===== config.mk =====
export PLATFORM = sky130hd
export DESIGN_NAME = serial_adder
export DESIGN_NICKNAME = d
export VERILOG_FILES = /design/src/rtl/serial_adder.sv
export SDC_FILE = /design/constraint.sdc
export NUM_CORES = 1
export LEC_CHECK = 0
export ABC_AREA = 1
export BUFFER_PORTS_ARGS = -buffer_cell sky130_fd_sc_hd__buf_2
export CAP_MARGIN = 25
export CORE_AREA = 4 4 61 63
export CTS_CLUSTER_DIAMETER = 50
export DETAILED_ROUTE_END_ITERATION = 16
export DIE_AREA = 0 0 65 67
export PLACE_DENSITY = 0.77
export REMOVE_ABC_BUFFERS = 1
export SLEW_MARGIN = 0
export SYNTH_ARGS = -nofsm -noshare
export SYNTH_HDL_FRONTEND = slang
export SYNTH_SLANG_ARGS = --single-unit

===== constraint.sdc =====
create_clock -name clk -period 1.29 [get_ports clk]
set_input_delay 0.129 -clock clk [delete_from_list [all_inputs] [get_ports clk]]
set_output_delay 0.129 -clock clk [all_outputs]
set_load 0.02 [all_outputs]

===== src/rtl/serial_adder.sv =====
// serial_adder: bit-serial WIDTH-bit adder (one full-adder cell, LSB first) with start/busy/done handshake
module serial_adder #(
    parameter int WIDTH = 8
) (
    input  logic             clk,
    input  logic             rst_n,
    input  logic             start,
    input  logic [WIDTH-1:0] a,
    input  logic [WIDTH-1:0] b,
    input  logic             cin,
    output logic             busy,
    output logic             done,
    output logic [WIDTH-1:0] sum,
    output logic             cout
);
    localparam int CW = $clog2(WIDTH + 1);
    localparam logic [CW-1:0] LAST = CW'(WIDTH - 1);
    typedef enum logic [1:0] {IDLE, RUN, DONE} state_t;
    state_t state, state_n;
    logic [WIDTH-1:0] sa, sb, acc, acc_n;
    logic [CW-1:0] cnt;
    logic c, s, c_n, last, accept;
    always_comb begin
        s = sa[0] ^ sb[0] ^ c;
        c_n = (sa[0] & sb[0]) | (sa[0] & c) | (sb[0] & c);
        acc_n = WIDTH'({s, acc} >> 1);
        last = cnt == LAST;
        accept = start && state != RUN;
        state_n = state == RUN ? (last ? DONE : RUN) : (start ? RUN : IDLE);
    end
    assign busy = state == RUN;
    assign done = state == DONE;
    always_ff @(posedge clk or negedge rst_n)
        if (!rst_n) state <= IDLE;
        else state <= state_n;
    // result reg fills from the MSB so it is aligned after exactly WIDTH shifts
    always_ff @(posedge clk or negedge rst_n) begin
        if (!rst_n) begin
            sa <= '0;
            sb <= '0;
            acc <= '0;
            c <= 1'b0;
            cnt <= '0;
            sum <= '0;
            cout <= 1'b0;
        end else if (accept) begin
            sa <= a;
            sb <= b;
            acc <= '0;
            c <= cin;
            cnt <= '0;
        end else if (state == RUN) begin
            sa <= sa >> 1;
            sb <= sb >> 1;
            acc <= acc_n;
            c <= c_n;
            cnt <= cnt + CW'(1);
            if (last) begin
                sum <= acc_n;
                cout <= c_n;
            end
        end
    end
endmodule

==> flow_summary_export.csv, run 1 <==
group,metric,value,unit
logic_synthesis,yosysMostFrequentCell,"nand2_1",
clocking,cts-root-buf,"clkbuf_4",
clocking,cts_tree,"yes",
worst_setup_path,path_common_cell,"buf_6",
logic_synthesis,synthFlopType,"dfrtp_1",
finish,nets,262,
sta,final_hold_viol_count,0,
logic_synthesis,synth_fa_ha_area_frac,0.01936,
clocking,htreeDepth,2,
sta,rsz0062_at_grt,"yes",
power_and_ir_drop,pwr-share-seq,0.423,
clocking,insertion_delay,0.35,ns
logic_synthesis,ys_warn_count,0,
floorplanning,initial_core_util,0.5199,
place,gp_congestion,0.7966,
worst_setup_path,reg2reg_slack,0.09,ns
floorplanning,die_area,4355,sq um
logic_synthesis,synth-compound-area-share,0.03351,
job,maxCapViolCount,0,
power_and_ir_drop,power_density,2272,nW/um^2
global_routing,grt_usage,0.1743,
min_path,min-delay-start,"a[5]",
logic_synthesis,avgSynthCellArea,8.891,sq um
min_path,worstHoldEndpoint,"sa[5]$_DFFE_PN0P_",
floorplanning,rows,21,
floorplanning,io_pins,31,
logic_synthesis,synth_simple_gate_area_frac,0.3053,
min_path,hold_class,"primary input to register",
power_and_ir_drop,p_sw,2.003,mW
clocking,clk_path_buf_depth,2,
worst_setup_path,timing.rr.end,"acc[7]$_DFFE_PN0P_",
worst_setup_path,critical_path_class,"register to output pin",
sta,slew_headroom,0.7500,
routing,drt_iter0_drc,132,
power_and_ir_drop,p_clk_frac,0.126,
logic_synthesis,synth-xor-area-share,0,
floorplanning,die_w,65,um
place,numPortBuffers,30,
finish,syn2layout_area_growth,26.28,%
sta,worst_slew_pin_slew,0.3747,ns
global_routing,grt_start_max_net_pins,40,
worst_setup_path,crit_path_top_delay_cell,"dfrtp_1",
routing,drc,0,
worst_setup_path,max_stage_delay,0.43,ns
logic_synthesis,synthCells,189,
finish,layout-drive-gt1-share,0.2490,
logic_synthesis,ys_top_cells_by_count,"nand2_1, dfrtp_1, nand3_1, inv_1",
routing,wl,3447,um
worst_setup_path,required,1.16,ns
logic_synthesis,synth_area,1680,sq um
sta,finalWorstPathRequiredPeriod,1.278,ns
place,dp_slack,0.1072,ns
worst_setup_path,arrival,1.15,ns
sta,setup_viol,0,
worst_setup_path,crit_fanout,2,
logic_synthesis,synthMuxAreaShare,0,
clocking,cts_buffers,5,
worst_setup_path,reg2regPathDepth,3,
power_and_ir_drop,power.leakage,1.126,nW
sta,fin_crit_sh,0.9909,
routing,dr.pass1.iters,4,
sta,clock_skew,0.003040,ns
routing,routedWlPerCell,12.01,um
global_routing,antenna_found_initial,0,
sta,post-route-worst-setup-slack,0.01175,ns
clocking,path_clk_slew,0.11,ns
global_routing,grt_pass1_vias,1328,
logic_synthesis,synth-seq-cells,39,
outcome,status,"completed",
min_path,min_path_cells,3,
logic_synthesis,synth_cell_types,21,
floorplanning,core_area,3232,sq um
finish,diodes,0,
logic_synthesis,netlist_top_cells_area,"dfrtp_1, nand2_1, nand3_1",
sta,max_freq,782.3,MHz
logic_synthesis,synth_area_leader_cell,"dfrtp_1",
clocking,cts_sinks,39,
routing,via_per_inst,5.056,
global_routing,grt_pass1_wl,5782,um
routing,antenna_left,0,
logic_synthesis,synth_top_cell_area_share,0.5808,
worst_setup_path,worst_setup_path_start_kind,"register",
logic_synthesis,async_flop_share,1.000,
power_and_ir_drop,vdd_drop_max,1.236,mV
power_and_ir_drop,p_comb_frac,0.451,
worst_setup_path,r2r_start,"c$_DFFE_PN0P_",
global_routing,grt_overflow,0,
logic_synthesis,yosysSeqAreaShare,0.5808,
sta,drv_slew,0,
routing,dr_total_vias,1451,
worst_setup_path,cp-end-kind,"output pin",
place,dpl.hpwl,2263,um
floorplanning,die_y,67,um
worst_setup_path,cp_cell_sequence,"nor2_4, buf_6, buf_6",
sta,final.setup.tns,0,ns
logic_synthesis,synth-edff-count,0,
power_and_ir_drop,switching_share,0.4154,
logic_synthesis,synth_top_family_by_area,"simple AND/OR/NAND/NOR gates",
power_and_ir_drop,intPower,2.818,mW
worst max-delay path: cells and delay by family (launching register included):
kind	cells	cell delay, ns
buf+inv	2	0.22
flops	1	0.43
simple gates	1	0.15
final cells by class:
cell class	instances	area [sq um]
Multi-Input combinational cell	131	630.6
Sequential cell	39	975.9
Fill cell	282	1110
Timing Repair Buffer	50	351.6
Clock inverter	3	15.01
Inverter	13	53.80
Clock buffer	5	37.54
Tap cell	46	57.56
flip-flops by register name, summed over array words and instances (netlist names):
| name | cells |
|---|---|
| acc | 7 |
| cout | 1 |
| cnt | 4 |
| sum | 8 |
| state | 2 |
| sb | 8 |
| c | 1 |
| sa | 8 |
metrics by stage:
stage,cells,utilization,area (sq um),total power [mW],hold slack (ns)
2_1_floorplan,182,-,1629,3.304,-0.1666
3_3_place_gp,266,0.5908,1909,3.943,0.1107
3_5_place_dp,266,0.5908,1909,4.003,0.1131
4_1_cts,285,0.6407,2071,4.735,0.003288
5_1_grt,287,0.6566,2122,5.235,0.02350
6_report,287,0.6566,2122,4.821,0.02246
layer usage:
layer,track usage,vias up,share of wire
li1,-,709,-
met1,0.2237,682,0.45
met2,0.2835,52,0.47
met3,0.05059,8,0.066
met4,0.05541,0,0.015
met5,0,-,0
power groups by stage:
stage	registers [mW]	clock network (mW)	logic, mW
after CTS	2.03	0.616	2.08
after global routing	2.11	0.672	2.45
after global placement	2.05	0	1.90
after detailed placement	2.07	0	1.93
after floorplan	2.17	0	1.14
final	2.04	0.606	2.18
logic make-up (layout without fill, tap and decap cells):
family          count (synthesis)  after routing
simple gates                  118            119
compound gates                 10             10
fa+ha+maj                       2              2
buf+inv                        20             71
flops                          39             39
placed cells by master (no fill, tap or decap), types with 3 or more instances in the layout:
cell type	synthesis	routed
o22ai_1	5	5
buf_6	2	3
nor2_4	1	4
dlygate4sd3_1	0	9
nand3_1	32	32
o21ai_0	4	4
clkbuf_4	0	5
buf_2	2	28
inv_1	11	11
clkinv_2	0	3
nand2_1	75	75
dfrtp_1	39	39
nor2_1	5	3
buf_4	2	9
worst max-delay path by stage:
stage                             from                  to  slack (ns)  cells past startpoint
global route        state[1]$_DFF_PN0_                busy       -0.03                      3
CTS                 state[0]$_DFF_PN0_                busy       0.004                      4
global placement         c$_DFFE_PN0P_  acc[7]$_DFFE_PN0P_        0.13                      3
floorplan           state[1]$_DFF_PN0_    cout$_DFFE_PN0P_        0.05                      5
finish              state[1]$_DFF_PN0_                busy        0.01                      3
detailed placement  cnt[0]$_DFFE_PN0P_  sum[7]$_DFFE_PN0P_        0.11                      6
timing repair:
action,CTS,global route
gates cloned,0,1
setup endpoints to repair,1,17
pin swaps,1,4
resized for setup,2,11
buffers inserted,3,0
endpoints found under the hold margin,46,1
hold buffers,8,1
(Power assumes the default switching activity.)
==> inputs of run 2 (changes only) <==
Settings changed: SETUP_SLACK_MARGIN set to 0.2.
==> flow_summary_export.csv, run 2 (synthesis gave the netlist of run 1 again) <==
group,metric,value,unit
worst_setup_path,critical-path-top-delay-family,"flip-flops",
clocking,cts_sinks,39,
worst_setup_path,cp.depth,4,
floorplanning,io_pins,31,
finish,final_cell_mix,"nand2_1, dfrtp_1, nand3_1",
min_path,min-delay-start,"a[0]",
place,placed_cells,266,
outcome,status,"completed",
place,dpl_cell_area,1909,sq um
place,gp_congestion,0.7966,
finish,final_common_cell,"nand2_1",
routing,drt_iter0_drc,120,
clocking,cts_buffers,5,
routing,wl,3555,um
worst_setup_path,reg2reg_slack,0.08,ns
clocking,cts_tree,"yes",
worst_setup_path,cp-end-kind,"output pin",
power_and_ir_drop,switching_share,0.4125,
global_routing,grt_start_max_net_pins,40,
worst_setup_path,timing.rr.end,"cout$_DFFE_PN0P_",
finish,reg_top3,"sa: 8 flops, sb: 8 flops, sum: 8 flops",
worst_setup_path,path_common_cell,"buf_6",
min_path,worstHoldEndpoint,"sa[0]$_DFFE_PN0P_",
sta,timing.hold.ws,0.01610,ns
sta,final_hold_viol_count,0,
finish,final_util,0.6721,
finish,syn2layout_area_growth,29.26,%
worst_setup_path,crit_fanout,2,
finish,design_area,2172,sq um
worst_setup_path,reg2regPathDepth,6,
floorplanning,core_area,3232,sq um
power_and_ir_drop,pwr-share-seq,0.402,
worst_setup_path,worst_setup_path_start_kind,"register",
power_and_ir_drop,intPower,2.958,mW
global_routing,grt_usage,0.1841,
power_and_ir_drop,vdd_drop_max,1.191,mV
power_and_ir_drop,power.leakage,1.144,nW
sta,drv_slew,0,
finish,layout-drive-gt1-share,0.2705,
sta,max_freq,801.5,MHz
sta,final.setup.tns,0,ns
worst_setup_path,critical_path_class,"register to output pin",
clocking,clk_path_buf_depth,2,
job,maxCapViolCount,0,
sta,fin_crit_sh,0.9672,
power_and_ir_drop,p_total,5.034,mW
power_and_ir_drop,power_density,2318,nW/um^2
floorplanning,die_y,67,um
sta,post-route-worst-setup-slack,0.04235,ns
floorplanning,initial_core_util,0.5199,
worst_setup_path,required,1.16,ns
routing,routedWlPerCell,12.26,um
place,numPortBuffers,30,
worst_setup_path,crit_path_top_delay_cell,"dfrtp_1",
sta,worst_slew_pin_slew,0.4462,ns
routing,drc,0,
place,dpl.hpwl,2263,um
worst_setup_path,arrival,1.12,ns
min_path,hold_class,"primary input to register",
worst_setup_path,max_stage_delay,0.38,ns
clocking,path_clk_slew,0.11,ns
finish,nets,265,
routing,dr_total_vias,1448,
power_and_ir_drop,p_sw,2.077,mW
finish,finalNonFillerCells,290,
place,dp_slack,0.1072,ns
sta,clock_skew,0.002868,ns
global_routing,grt_pass1_vias,1379,
floorplanning,rows,21,
min_path,min_path_cells,3,
floorplanning,die_w,65,um
sta,setup_viol,0,
routing,dr.pass1.iters,4,
worst_setup_path,r2r_start,"state[0]$_DFF_PN0_",
power_and_ir_drop,p_comb_frac,0.479,
sta,finalWorstPathRequiredPeriod,1.248,ns
power_and_ir_drop,p_clk_frac,0.119,
global_routing,grt_pass1_wl,6085,um
floorplanning,die_area,4355,sq um
sta,rsz0062_at_grt,"yes",
clocking,insertion_delay,0.34,ns
routing,antenna_left,0,
global_routing,grt_overflow,0,
sta,slew_headroom,0.7022,
worst_setup_path,critPathBufInv,3,
finish,diodes,0,
clocking,cts-root-buf,"clkbuf_4",
routing,via_per_inst,4.993,
worst_setup_path,cp_cell_sequence,"inv_2, nor2_4, buf_6, buf_6",
clocking,htreeDepth,2,
global_routing,antenna_found_initial,0,
[run 2: per-layer routing]
| layer | track usage | share of wire | up-vias |
|---|---|---|---|
| li1 | - | - | 712 |
| met2 | 0.3052 | 0.47 | 48 |
| met1 | 0.2345 | 0.46 | 681 |
| met4 | 0.05541 | 0.015 | 0 |
| met5 | 0 | 0 | - |
| met3 | 0.05059 | 0.057 | 7 |
[run 2: tightest hold or removal path: cells and delay by family]
| family | cells | cell delay (ns) |
|---|---|---|
| buffers and inverters | 1 | 0.09 |
| and+or+nand+nor | 2 | 0.11 |
[run 2: power groups by stage]
stage / clock (mW) / sequential, mW / combinational, mW
after floorplan: 0 / 2.17 / 1.14
after global placement: 0 / 2.05 / 1.90
after detailed placement: 0 / 2.07 / 1.93
after CTS: 0.616 / 2.02 / 2.27
after global routing: 0.674 / 2.09 / 2.70
final: 0.597 / 2.03 / 2.41
[run 2: cell type report]
cell class | instances | area, sq um
sequential | 39 | 975.9
timing repair buffer | 53 | 386.6
multi-input combinational | 131 | 643.1
clock buffer | 5 | 37.54
inverter | 13 | 56.30
tap | 46 | 57.56
clock inverter | 3 | 15.01
fill | 273 | 1060
[run 2: timing repair]
| action | in CTS | in global routing |
|---|---|---|
| gates resized for setup | 16 | 7 |
| hold endpoints to repair | 46 | 0 |
| endpoints found under the setup margin | 31 | 41 |
| pin swaps | 4 | 3 |
| buffers inserted | 5 | 2 |
| cloned | 1 | 0 |
| hold buffers | 8 | 0 |
[run 2: worst max path at each step]
stage	slack, ns	endpoint	start
after global placement	0.13	acc[7]$_DFFE_PN0P_	c$_DFFE_PN0P_
after floorplan	0.05	cout$_DFFE_PN0P_	state[1]$_DFF_PN0_
after global routing	-0.02	done	state[0]$_DFF_PN0_
after CTS	0.03	done	state[0]$_DFF_PN0_
final	0.04	busy	state[0]$_DFF_PN0_
after detailed placement	0.11	sum[7]$_DFFE_PN0P_	cnt[0]$_DFFE_PN0P_
==> inputs of run 3 (changes only) <==
Settings changed: ABC_AREA 1 to unset, CORE_AREA 4 4 61 63 to 4 4 62 64, DIE_AREA 0 0 65 67 to 0 0 66 68.
==> flow_summary_export.csv, run 3 <==
group,metric,value,unit
outcome,status,"finished, violations left",
outcome,violations,"negative setup slack",
logic_synthesis,synth-edff-count,0,
floorplanning,initial_core_util,0.5299,
logic_synthesis,ys_top_cells_by_count,"dfrtp_1, nand2_1, o21ai_0, mux2i_1",
worst_setup_path,r2r_start,"c$_DFFE_PN0P_",
min_path,hold_class,"primary input to register",
finish,nets,231,
logic_synthesis,synthFlopType,"dfrtp_1",
global_routing,grt_usage,0.2086,
clocking,cts-root-buf,"clkbuf_4",
sta,worst_slew_pin_slew,0.4779,ns
sta,rsz0062_at_grt,"yes",
logic_synthesis,synth-xor-area-share,0.005032,
sta,drv_slew,0,
worst_setup_path,required,1.54,ns
worst_setup_path,crit_start,"c$_DFFE_PN0P_",
floorplanning,io_pins,31,
logic_synthesis,synth_area,1740,sq um
clocking,path_clk_slew,0.12,ns
worst_setup_path,crit_path_top_delay_cell,"fa_1",
worst_setup_path,arrival,1.64,ns
worst_setup_path,critical_path_class,"register to register",
worst_setup_path,crit_end,"sum[7]$_DFFE_PN0P_",
logic_synthesis,synth_top_family_by_area,"multiplexers",
worst_setup_path,crit_fanout,2,
worst_setup_path,reg2reg_slack,-0.1,ns
routing,wl,5014,um
routing,drc,0,
routing,drt_iter0_drc,62,
floorplanning,die_w,66,um
logic_synthesis,synth_simple_gate_area_frac,0.1157,
logic_synthesis,synth_top_cell_area_share,0.5607,
sta,post-route-worst-setup-slack,-0.09979,ns
power_and_ir_drop,power_density,2788,nW/um^2
worst_setup_path,max_stage_delay,0.57,ns
power_and_ir_drop,p_clk_frac,0.117,
sta,max_freq,719.5,MHz
worst_setup_path,cp-end-kind,"register",
floorplanning,die_area,4488,sq um
logic_synthesis,synth_fa_ha_area_frac,0.01869,
place,gp_congestion,0.7339,
finish,final_common_cell,"dfrtp_1",
logic_synthesis,synthCells,146,
global_routing,grt_pass1_vias,1350,
sta,final_hold_viol_count,0,
routing,dr.pass1.iters,5,
finish,layout-drive-gt1-share,0.6000,
sta,clock_skew,0.01422,ns
place,dpl.hpwl,2129,um
routing,via_per_inst,5.457,
logic_synthesis,async_flop_share,1.000,
power_and_ir_drop,switching_share,0.3791,
power_and_ir_drop,intPower,4.692,mW
power_and_ir_drop,p_total,7.557,mW
clocking,htreeDepth,2,
clocking,cts_tree,"yes",
finish,seq_area,975.9,sq um
global_routing,antenna_found_initial,0,
logic_synthesis,avgSynthCellArea,11.92,sq um
job,maxCapViolCount,0,
power_and_ir_drop,p_sw,2.865,mW
global_routing,grt_overflow,0,
finish,multi_input_area,940.9,sq um
finish,syn2layout_area_growth,55.72,%
clocking,cts_buffers,5,
routing,dr_total_vias,1397,
global_routing,grt_pass1_wl,6734,um
logic_synthesis,synth-seq-cells,39,
sta,finalWorstPathRequiredPeriod,1.390,ns
finish,design_area,2710,sq um
routing,routedWlPerCell,19.59,um
power_and_ir_drop,power.leakage,1.350,nW
logic_synthesis,ys_warn_count,0,
logic_synthesis,synth-compound-area-share,0.07045,
floorplanning,core_area,3284,sq um
worst_setup_path,reg2regPathDepth,2,
logic_synthesis,synth_area_leader_cell,"dfrtp_1",
worst_setup_path,critical-path-top-delay-family,"adder cells",
routing,antenna_left,0,
logic_synthesis,netlist_top_cells_area,"dfrtp_1, mux2i_1, mux2_4",
sta,slew_headroom,0.6814,
power_and_ir_drop,vdd_drop_max,1.599,mV
sta,setup_viol,29,
logic_synthesis,yosysSeqAreaShare,0.5607,
finish,diodes,0,
floorplanning,rows,21,
clocking,clk_path_buf_depth,2,
finish,final_util,0.8251,
logic_synthesis,synthMuxAreaShare,0.1919,
place,dp_slack,-0.09378,ns
power_and_ir_drop,pwr-share-seq,0.292,
sta,fin_crit_sh,1.077,
power_and_ir_drop,p_comb_frac,0.590,
worst_setup_path,worst_setup_path_start_kind,"register",
clocking,cts_sinks,39,
finish,final_cell_mix,"dfrtp_1, buf_2, mux2i_1",
worst_setup_path,critPathBufInv,0,
place,numPortBuffers,30,
worst_setup_path,cp.depth,2,
finish,reg_top3,"sa: 8 flops, sb: 8 flops, sum: 8 flops",
sta,final.setup.tns,-1.330,ns
logic_synthesis,synth_cell_types,21,
clocking,insertion_delay,0.37,ns
logic_synthesis,yosysMostFrequentCell,"dfrtp_1",
place,dpl_cell_area,1971,sq um
worst_setup_path,cp_cell_sequence,"fa_1, mux2_4",
global_routing,grt_start_max_net_pins,40,
worst_setup_path,timing.rr.end,"sum[7]$_DFFE_PN0P_",
floorplanning,die_y,68,um
finish,final.fill_count,175,
## run 3: power groups by stage
stage	registers, mW	clock network, mW	logic, mW
floorplan	2.17	0	1.07
global placement	2.05	0	1.77
detailed placement	2.09	0	1.86
CTS	2.11	0.875	3.41
global route	2.27	0.931	4.70
finish	2.21	0.885	4.46
## run 3: kinds of logic (layout without fill, tap and decap cells)
kind of cell	Yosys count	in the layout
flops	39	39
fa+ha+maj	2	2
compound gates	24	24
mux	29	29
buf+inv	10	73
simple gates	41	42
xor+xnor	1	1
## run 3: repair_timing
action | in CTS | in global routing
resized for setup | 69 | 44
buffers inserted | 9 | 9
pin swaps | 19 | 8
setup endpoints to repair | 32 | 43
hold buffers | 1 | 0
hold endpoints to repair | 39 | 0
cloned | 6 | 1
## run 3: how the worst min path moves through the flow
stage,slack [ns],to,startpoint,cells after the start
global route,0.03,sa[6]$_DFFE_PN0P_,a[6],3
floorplan,-0.17,acc[1]$_DFFE_PN0P_,rst_n,0
CTS,0.02,sa[7]$_DFFE_PN0P_,a[7],3
detailed placement,0.21,sum[5]$_DFFE_PN0P_,rst_n,2
global placement,0.19,sum[3]$_DFFE_PN0P_,rst_n,2
finish,0.01,sa[7]$_DFFE_PN0P_,a[7],3
## run 3: tightest hold or removal path, delay by kind of cell
| kind | cells | cell delay [ns] |
|---|---|---|
| muxes | 1 | 0.06 |
| and+or+nand+nor | 1 | 0.08 |
| buffers and inverters | 1 | 0.07 |
## run 3: metal layers
metal,track usage,up-vias,routed length (um)
met1,0.2457,698,2095
li1,-,624,-
met4,0.06345,0,157
met3,0.06404,17,300
met2,0.3680,58,2461
met5,0,-,0
## run 3: area by class of cell
type                    count  area share
clock buffers               6     0.01893
multi-input cells          98      0.3472
well taps                  46     0.02124
repair buffers             65      0.2396
flip-flops and latches     39      0.3601
clock inverters             2     0.01293
## run 3: metrics by stage
| stage | std cells | hold WS (ns) |
|---|---|---|
| 4_1_cts | 246 | 0.02265 |
| 3_5_place_dp | 222 | 0.2083 |
| 5_1_grt | 256 | 0.03241 |
| 3_3_place_gp | 222 | 0.1947 |
| 2_1_floorplan | 136 | -0.1666 |
| 6_report | 256 | 0.01317 |
